**config.mk**
```make
export PLATFORM = sky130hd
export DESIGN_NAME = uart_rx_ctrl
export DESIGN_NICKNAME = d
export VERILOG_FILES = /design/src/rtl/uart_rx_ctrl.sv
export SDC_FILE = /design/constraint.sdc
export NUM_CORES = 1
export LEC_CHECK = 0
export CORE_AREA = 4 4 89 91
export DETAILED_ROUTE_END_ITERATION = 8
export DIE_AREA = 0 0 93 95
export PLACE_DENSITY = 0.45
export SLEW_MARGIN = 30
export SYNTH_ARGS = -nofsm -noshare
export SYNTH_HDL_FRONTEND = slang
export SYNTH_SLANG_ARGS = --single-unit
```
**constraint.sdc**
```tcl
create_clock -name clk -period 2.2 [get_ports clk]
set_input_delay 0.22 -clock clk [delete_from_list [all_inputs] [get_ports clk]]
set_output_delay 0.22 -clock clk [all_outputs]
set_load 0.005 [all_outputs]
```
**src/rtl/uart_rx_ctrl.sv**
```systemverilog
// UART receiver: 2-flop synchronised rx, mid-bit sampling via a down-counter,
// one-entry holding register with valid/ready hand-off, frame error and overrun pulses.
module uart_rx_ctrl #(
  parameter int CLK_HZ = 50000000,
  parameter int BAUD   = 115200
) (
  input  logic       clk,
  input  logic       rst,
  input  logic       rx,
  input  logic       rd_ready,
  output logic [7:0] rd_data,
  output logic       rd_valid,
  output logic       frame_err,
  output logic       overrun,
  output logic       busy
);
  localparam int DIV  = CLK_HZ / BAUD;
  localparam int HALF = DIV / 2;
  localparam int CW   = $clog2(DIV);

  if (DIV < 4) begin : g_div_check
    $error("uart_rx_ctrl: CLK_HZ/BAUD must be at least 4");
  end

  localparam logic [CW-1:0] DIV_M1  = CW'(DIV - 1);
  localparam logic [CW-1:0] HALF_M1 = CW'(HALF - 1);

  typedef enum logic [2:0] {
    S_IDLE  = 3'd0,
    S_START = 3'd1,
    S_DATA  = 3'd2,
    S_STOP  = 3'd3,
    S_BREAK = 3'd4
  } state_t;

  // Handshake: rd_data is a valid byte while rd_valid is high; the byte is consumed
  // on any rising edge where rd_valid && rd_ready. A new byte always wins over consumption.

  state_t        state, state_n;
  logic [CW-1:0] cnt, cnt_n;
  logic [2:0]    bit_idx, bit_n;
  logic [7:0]    shift, shift_n;
  logic          rx_meta, rx_s;
  logic          tick, load, ferr_n;

  assign tick = (cnt == '0);
  assign busy = (state != S_IDLE);

  always_comb begin
    state_n = state;
    cnt_n   = cnt;
    bit_n   = bit_idx;
    shift_n = shift;
    load    = 1'b0;
    ferr_n  = 1'b0;
    case (state)
      S_IDLE: begin
        if (!rx_s) begin
          state_n = S_START;
          cnt_n   = HALF_M1;
        end
      end
      S_START: begin
        if (!tick) begin
          cnt_n = cnt - CW'(1);
        end else if (rx_s) begin
          state_n = S_IDLE;
        end else begin
          state_n = S_DATA;
          cnt_n   = DIV_M1;
          bit_n   = 3'd0;
        end
      end
      S_DATA: begin
        if (!tick) begin
          cnt_n = cnt - CW'(1);
        end else begin
          shift_n = {rx_s, shift[7:1]};
          cnt_n   = DIV_M1;
          bit_n   = bit_idx + 3'd1;
          if (bit_idx == 3'd7) state_n = S_STOP;
        end
      end
      S_STOP: begin
        if (!tick) begin
          cnt_n = cnt - CW'(1);
        end else if (rx_s) begin
          load    = 1'b1;
          state_n = S_IDLE;
        end else begin
          ferr_n  = 1'b1;
          state_n = S_BREAK;
        end
      end
      S_BREAK: begin
        // Wait out a held-low line so the next start needs a genuine falling edge.
        if (rx_s) state_n = S_IDLE;
      end
      default: state_n = S_IDLE;
    endcase
  end

  always_ff @(posedge clk) begin
    if (rst) begin
      state     <= S_IDLE;
      cnt       <= '0;
      bit_idx   <= 3'd0;
      shift     <= 8'h00;
      rx_meta   <= 1'b1;
      rx_s      <= 1'b1;
      rd_data   <= 8'h00;
      rd_valid  <= 1'b0;
      frame_err <= 1'b0;
      overrun   <= 1'b0;
    end else begin
      state     <= state_n;
      cnt       <= cnt_n;
      bit_idx   <= bit_n;
      shift     <= shift_n;
      rx_meta   <= rx;
      rx_s      <= rx_meta;
      frame_err <= ferr_n;
      overrun   <= load && rd_valid && !rd_ready;
      if (load) begin
        rd_data  <= shift;
        rd_valid <= 1'b1;
      end else if (rd_valid && rd_ready) begin
        rd_valid <= 1'b0;
      end
    end
  end
endmodule

```
==> flow_summary.json, run 1 <==
{
  "outcome": "finished, final reports clean",
  "slowest_delay_ns": 0.52,
  "post-synth-top-area-cell": "dfxtp_1",
  "cp.depth": 7,
  "critical_path_class": "flip-flop to flip-flop",
  "skew_ns": 0.005795,
  "clockBufferDepth": 2,
  "fin_nets": 231,
  "post-cts-setup-buffers": 0,
  "gp_congestion": 0.8241,
  "yosys-top-cells-count": "dfxtp_1 (36), nand2_1 (26), nor2_1 (21)",
  "worst-r2r-cell-count": 7,
  "hpwl_um": 3150,
  "syn_area_um2": 1692,
  "portBuffers": 15,
  "placedInstanceArea_um2": 2064,
  "max_slew_margin": 0.6436,
  "fp.dieH_um": 95,
  "rows": 31,
  "period_minus_slack_ns": 2.030,
  "antenna_cells": 0,
  "hold_viol": 0,
  "drc": 0,
  "numCtsBuffers": 5,
  "path_buf_inv": 2,
  "vias_per_cell": 4.713,
  "synth_most_common_cell": "dfxtp_1",
  "clockRootBuffer": "clkbuf_8",
  "met3_usage": 0.02709,
  "worstPathRequired_ns": 2.36,
  "power_density_nw_per_um2": 718.6,
  "ys_ff_latch": 36,
  "peakVddDrop_v": 0.0002813,
  "tritoncts": "built",
  "track_usage": 0.1102,
  "synth_edf_count": 0,
  "grtUsageMet1": 0.1444,
  "grt_max_degree": 15,
  "io_pins": 16,
  "overflow": 0,
  "die_w_um": 93,
  "wire_per_inst_um": 13.71,
  "crit_family": "simple AND/OR/NAND/NOR gates",
  "cts_hold_buf": 0,
  "antenna_found_initial": 0,
  "crit_slowest_cell": "or4b_4",
  "worstPathCellList": "inv_1 -> ha_1 -> or4b_4 -> nor4_4 -> buf_12 -> mux2i_1 -> nor2_1",
  "fin_tns_setup_ns": 0,
  "drive_gt1_frac": 0.1511,
  "clock_sinks": 36,
  "fmax_mhz": 492.6,
  "critPathLaunchType": "flip-flop",
  "synth-main-ff-cell": "dfxtp_1",
  "syn_inst": 194,
  "num_vias": 1527,
  "core_um2": 7137,
  "syn_nets": 201,
  "tightest_slew_ns": 0.5327,
  "ys.warnings.count": 0,
  "yosys-top-cells-area": "dfxtp_1 (43%), mux2i_1 (5.9%), nand2_1 (5.8%)",
  "fillers": 790,
  "cts_max_level": 2,
  "syn_avg_cell_area_um2": 8.720,
  "finalCritPeriodShare": 0.9227,
  "path_clk_slew_ns": 0.08,
  "grt-busiest-layer": "met2",
  "setup_viol": 0,
  "synth_top_cell_area_share": 0.4260,
  "finalInstanceArea_um2": 2176,
  "wirelength_um": 4441,
  "drt_pass1_iterations": 4,
  "ys_seq_area_frac": 0.4260,
  "hp-class": "flip-flop to flip-flop",
  "max_cap_viol_count": 0,
  "cp.arrival_ns": 2.19,
  "cp-end-kind": "flip-flop",
  "grt_pass1_wl_um": 7748,
  "dr.first_iter.drc_count": 142,
  "rsz0062_at_grt": "no",
  "grtUsageMet2": 0.1788,
  "yosysUniqueCellTypes": 44,
  "cp_max_fo": 8,
  "area.growth.synth_to_final_pct": 28.62,
  "dieArea_um2": 8835,
  "ant_nets": 0,
  "grt_pass1_vias": 1567,
  "ctsResizeCount": 0,
  "leakage_nw": 0.7983,
  "slew_violations": 0,
  "whs_path_depth": 1,
  "clock_latency_ns": 0.29,
  "synthArstFlopShare": 0,
  "start_util": 0.2370
}
path summary, 6_finish.rpt:
path	from	end	slack [ns]
setup / recovery	cnt[0]$_SDFFE_PP0P_	rd_data[0]$_SDFFE_PP0P_	0.17
hold / removal	rx_meta$_SDFF_PP1_	rx_s$_SDFF_PP1_	0.42
setup reg to reg	cnt[0]$_SDFFE_PP0P_	rd_data[0]$_SDFFE_PP0P_	0.17
hold reg to reg	rx_meta$_SDFF_PP1_	rx_s$_SDFF_PP1_	0.42
metrics by stage:
stage	utilization	cells	setup slack [ns]	hold slack (ns)	power, mW
2_1_floorplan	-	194	0.1672	0.3238	0.8751
3_3_place_gp	0.2893	316	0.2051	0.3921	0.9928
3_5_place_dp	0.2893	316	0.1893	0.4010	0.9844
4_1_cts	0.3049	324	0.1545	0.4194	1.589
5_1_grt	0.3049	324	0.04861	0.4430	1.651
6_report	0.3049	324	0.1700	0.4153	1.563
state kept, by name, summed over array words and instances (netlist names):
| name | cells |
|---|---|
| bit_idx | 3 |
| cnt | 9 |
| frame_err | 1 |
| overrun | 1 |
| rd_data | 8 |
| rd_valid | 1 |
| rx_meta | 1 |
| rx_s | 1 |
| shift | 8 |
| state | 3 |
per-layer routing:
metal	wire length [µm]	share of wire	up-vias
met2	1967	0.44	55
met1	2165	0.49	705
met4	23	0.0052	0
met3	283	0.064	2
met5	0	0	-
li1	-	-	765
placed cells by master, fill, tap and decap left out, types with 4 or more instances in the layout:
cell type,netlist,final
inv_1,7,7
a21oi_1,15,15
nand3_1,6,6
dfxtp_1,36,36
mux2i_1,10,10
o21ai_0,5,5
a31oi_1,4,4
clkdlybuf4s50_1,0,15
clkbuf_8,0,5
nor2_1,21,21
o211a_1,4,4
nor3_1,4,4
nand2_1,26,26
buf_4,2,16
report_power, final:
part,switching [mW],internal (mW)
Sequential,0.0297,0.669
Clock,0.256,0.336
Combinational,0.151,0.122
worst register-to-register path, cell delays in order, from the launching register on:
cell and delay (ns):
dfxtp_1 0.35, inv_1 0.07, ha_1 0.23, or4b_4 0.53
nor4_4 0.32, buf_12 0.18, mux2i_1 0.18, nor2_1 0.05
area by class of cell:
cell class | instances | area (µm²) | area share
Clock buffer | 5 | 68.82 | 0.03163
Clock inverter | 3 | 42.54 | 0.01955
Inverter | 7 | 26.28 | 0.01208
Multi-Input combinational cell | 142 | 903.4 | 0.4152
Sequential cell | 36 | 720.7 | 0.3312
Tap cell | 99 | 123.9 | 0.05693
Timing Repair Buffer | 32 | 290.3 | 0.1334
logic make-up (layout without fill, tap and decap cells):
| kind of cell | count (synthesis) | count (layout) | synth area share |
|---|---|---|---|
| compound gates | 51 | 51 | 0.2108 |
| buf+inv | 16 | 47 | 0.03994 |
| simple gates | 78 | 78 | 0.2419 |
| fa+ha+maj | 3 | 3 | 0.02219 |
| flops | 36 | 36 | 0.4260 |
| mux | 10 | 10 | 0.05917 |
Power figures use the tool's default switching activity.
==> inputs of run 2 (changes only) <==
--- a/config.mk
+++ b/config.mk
@@ -10,3 +10,3 @@
 export DIE_AREA = 0 0 93 95
-export PLACE_DENSITY = 0.45
+export PLACE_DENSITY = 0.44
 export SLEW_MARGIN = 30
==> constraint.sdc (replaced) <==
create_clock -name clk -period 2.4 [get_ports clk]
set_input_delay 0.6 -clock clk [delete_from_list [all_inputs] [get_ports clk]]
set_output_delay 0.6 -clock clk [all_outputs]
set_load 0.005 [all_outputs]
==> flow_summary.json, run 2 (synthesis results as in run 1) <==
{
  "leakage_nw": 0.7735,
  "vias_per_cell": 4.705,
  "worstPathRequired_ns": 1.80,
  "grt_pass1_vias": 1458,
  "rows": 31,
  "ant_nets": 0,
  "cp.arrival_ns": 1.61,
  "outcome": "complete, but fails checks",
  "portBuffers": 15,
  "antenna_found_initial": 0,
  "largest_reg_flops": 9,
  "top_regs": "cnt x9, rd_data x8, shift x8",
  "wirelength_um": 4253,
  "slew_violations": 0,
  "io_pins": 16,
  "p_sw_frac": 0.2835,
  "critical_path_class": "flip-flop to output pin",
  "failed_checks": "design-rule violations",
  "tightest_slew_ns": 0.5853,
  "crit_family": "flip-flops",
  "numCtsBuffers": 5,
  "hp-class": "flip-flop to flip-flop",
  "cp_max_fo": 12,
  "drive_gt1_frac": 0.1364,
  "fillers": 784,
  "hpwl_um": 2965,
  "num_vias": 1501,
  "gp_congestion": 0.8681,
  "track_usage": 0.1023,
  "final_cells": 319,
  "seq_power_share": 0.441,
  "fmax_mhz": 451.7,
  "fin_tns_setup_ns": 0,
  "top_register": "cnt",
  "fin_nets": 226,
  "period_minus_slack_ns": 2.214,
  "final_common_cell": "dfxtp_1",
  "setup_viol": 0,
  "final_cell_mix": "dfxtp_1 (36), nand2_1 (26), nor2_1 (20), a21oi_1 (15), clkdlybuf4s50_1 (15)",
  "wire_per_inst_um": 13.33,
  "clock_sinks": 36,
  "dieArea_um2": 8835,
  "switchingPower_uw": 410.4,
  "clkPwrFrac": 0.384,
  "rsz0062_at_grt": "no",
  "grt_pass1_wl_um": 7065,
  "critPathLaunchType": "flip-flop",
  "overflow": 0,
  "finalCritPeriodShare": 0.9223,
  "internal_power_mw": 1.037,
  "peakVddDrop_v": 0.0002088,
  "die_w_um": 93,
  "path_buf_inv": 1,
  "skew_ns": 0.008477,
  "dp.cells": 311,
  "final_util": 0.2987,
  "area.growth.synth_to_final_pct": 26.04,
  "dr.first_iter.drc_count": 138,
  "drt_pass1_iterations": 6,
  "fp.dieH_um": 95,
  "path_clk_slew_ns": 0.08,
  "clockBufferDepth": 2,
  "seqCellArea_um2": 720.7,
  "crit_start": "state[1]$_SDFFE_PP0P_",
  "core_um2": 7137,
  "hold_viol": 0,
  "worstPathCellList": "nor2_2 -> nand2_1 -> clkdlybuf4s50_1",
  "p_comb_frac": 0.175,
  "r2r-start": "cnt[0]$_SDFFE_PP0P_",
  "clockRootBuffer": "clkbuf_8",
  "power_density_nw_per_um2": 679.1,
  "start_util": 0.2370,
  "multi_input_area_um2": 905.9,
  "cts_max_level": 2,
  "slowest_delay_ns": 0.57,
  "max_cap_viol_count": 0,
  "tritoncts": "built",
  "antenna_cells": 0,
  "crit_slowest_cell": "dfxtp_1",
  "grt_max_degree": 16,
  "clock_latency_ns": 0.30,
  "max_slew_margin": 0.6068,
  "drc": 1,
  "min_from": "rx_meta$_SDFF_PP1_",
  "cp-end-kind": "output pin"
}
run 2: final cells by class:
class / instances / area share
sequential: 36 / 0.3380
timing repair buffer: 27 / 0.1127
inverter: 7 / 0.01232
clock inverter: 3 / 0.02171
multi-input combinational: 142 / 0.4249
tap: 99 / 0.05810
clock buffer: 5 / 0.03228
run 2: final timing paths:
check	slack, ns	to	cells past startpoint
worst min register to register	0.41	rx_s$_SDFF_PP1_	1
worst max-delay path	0.19	busy	3
worst max register to register	0.44	rd_data[3]$_SDFFE_PP0P_	7
worst min-delay path	0.41	rx_s$_SDFF_PP1_	1
run 2: through the flow:
stage	worst slack [ns]	cell area [µm²]	total power, mW	hold WS [ns]
global placement	0.3709	2014	0.9090	0.4059
floorplan	0.3672	1692	0.8021	0.3895
CTS	0.06066	2130	1.467	0.4257
detailed placement	0.4066	2014	0.9002	0.4019
finish	0.1864	2132	1.448	0.4103
global route	0.1015	2132	1.519	0.4527
run 2: power groups by stage:
stage          sequential, mW  clock [mW]  combinational (mW)
2_1_floorplan           0.645           0               0.157
3_5_place_dp            0.652           0               0.248
4_1_cts                 0.638       0.579               0.250
3_3_place_gp            0.653           0               0.256
6_report                0.639       0.556               0.253
5_1_grt                 0.641       0.603               0.275
run 2: layer usage:
| metal | global-route usage | up-vias | share of wire |
|---|---|---|---|
| met3 | 0.02789 | 10 | 0.041 |
| met1 | 0.1335 | 695 | 0.50 |
| li1 | - | 757 | - |
| met5 | 0 | - | 0 |
| met4 | 0.06593 | 0 | 0.028 |
| met2 | 0.1476 | 39 | 0.43 |
run 2: what timing repair did:
action                                  4_1_cts  5_1_grt
hold buffers                                  0        0
endpoints found under the setup margin        0        1
resized for setup                             0        1
setup buffers                                 0        0
run 2: worst reg2reg max path, cell delays in order, from the launching register on:
cell,delay (ns)
dfxtp_1,0.35
inv_1,0.07
ha_1,0.16
or4b_4,0.49
nor4_4,0.30
buf_4,0.25
mux2i_1,0.21
nor2_1,0.05
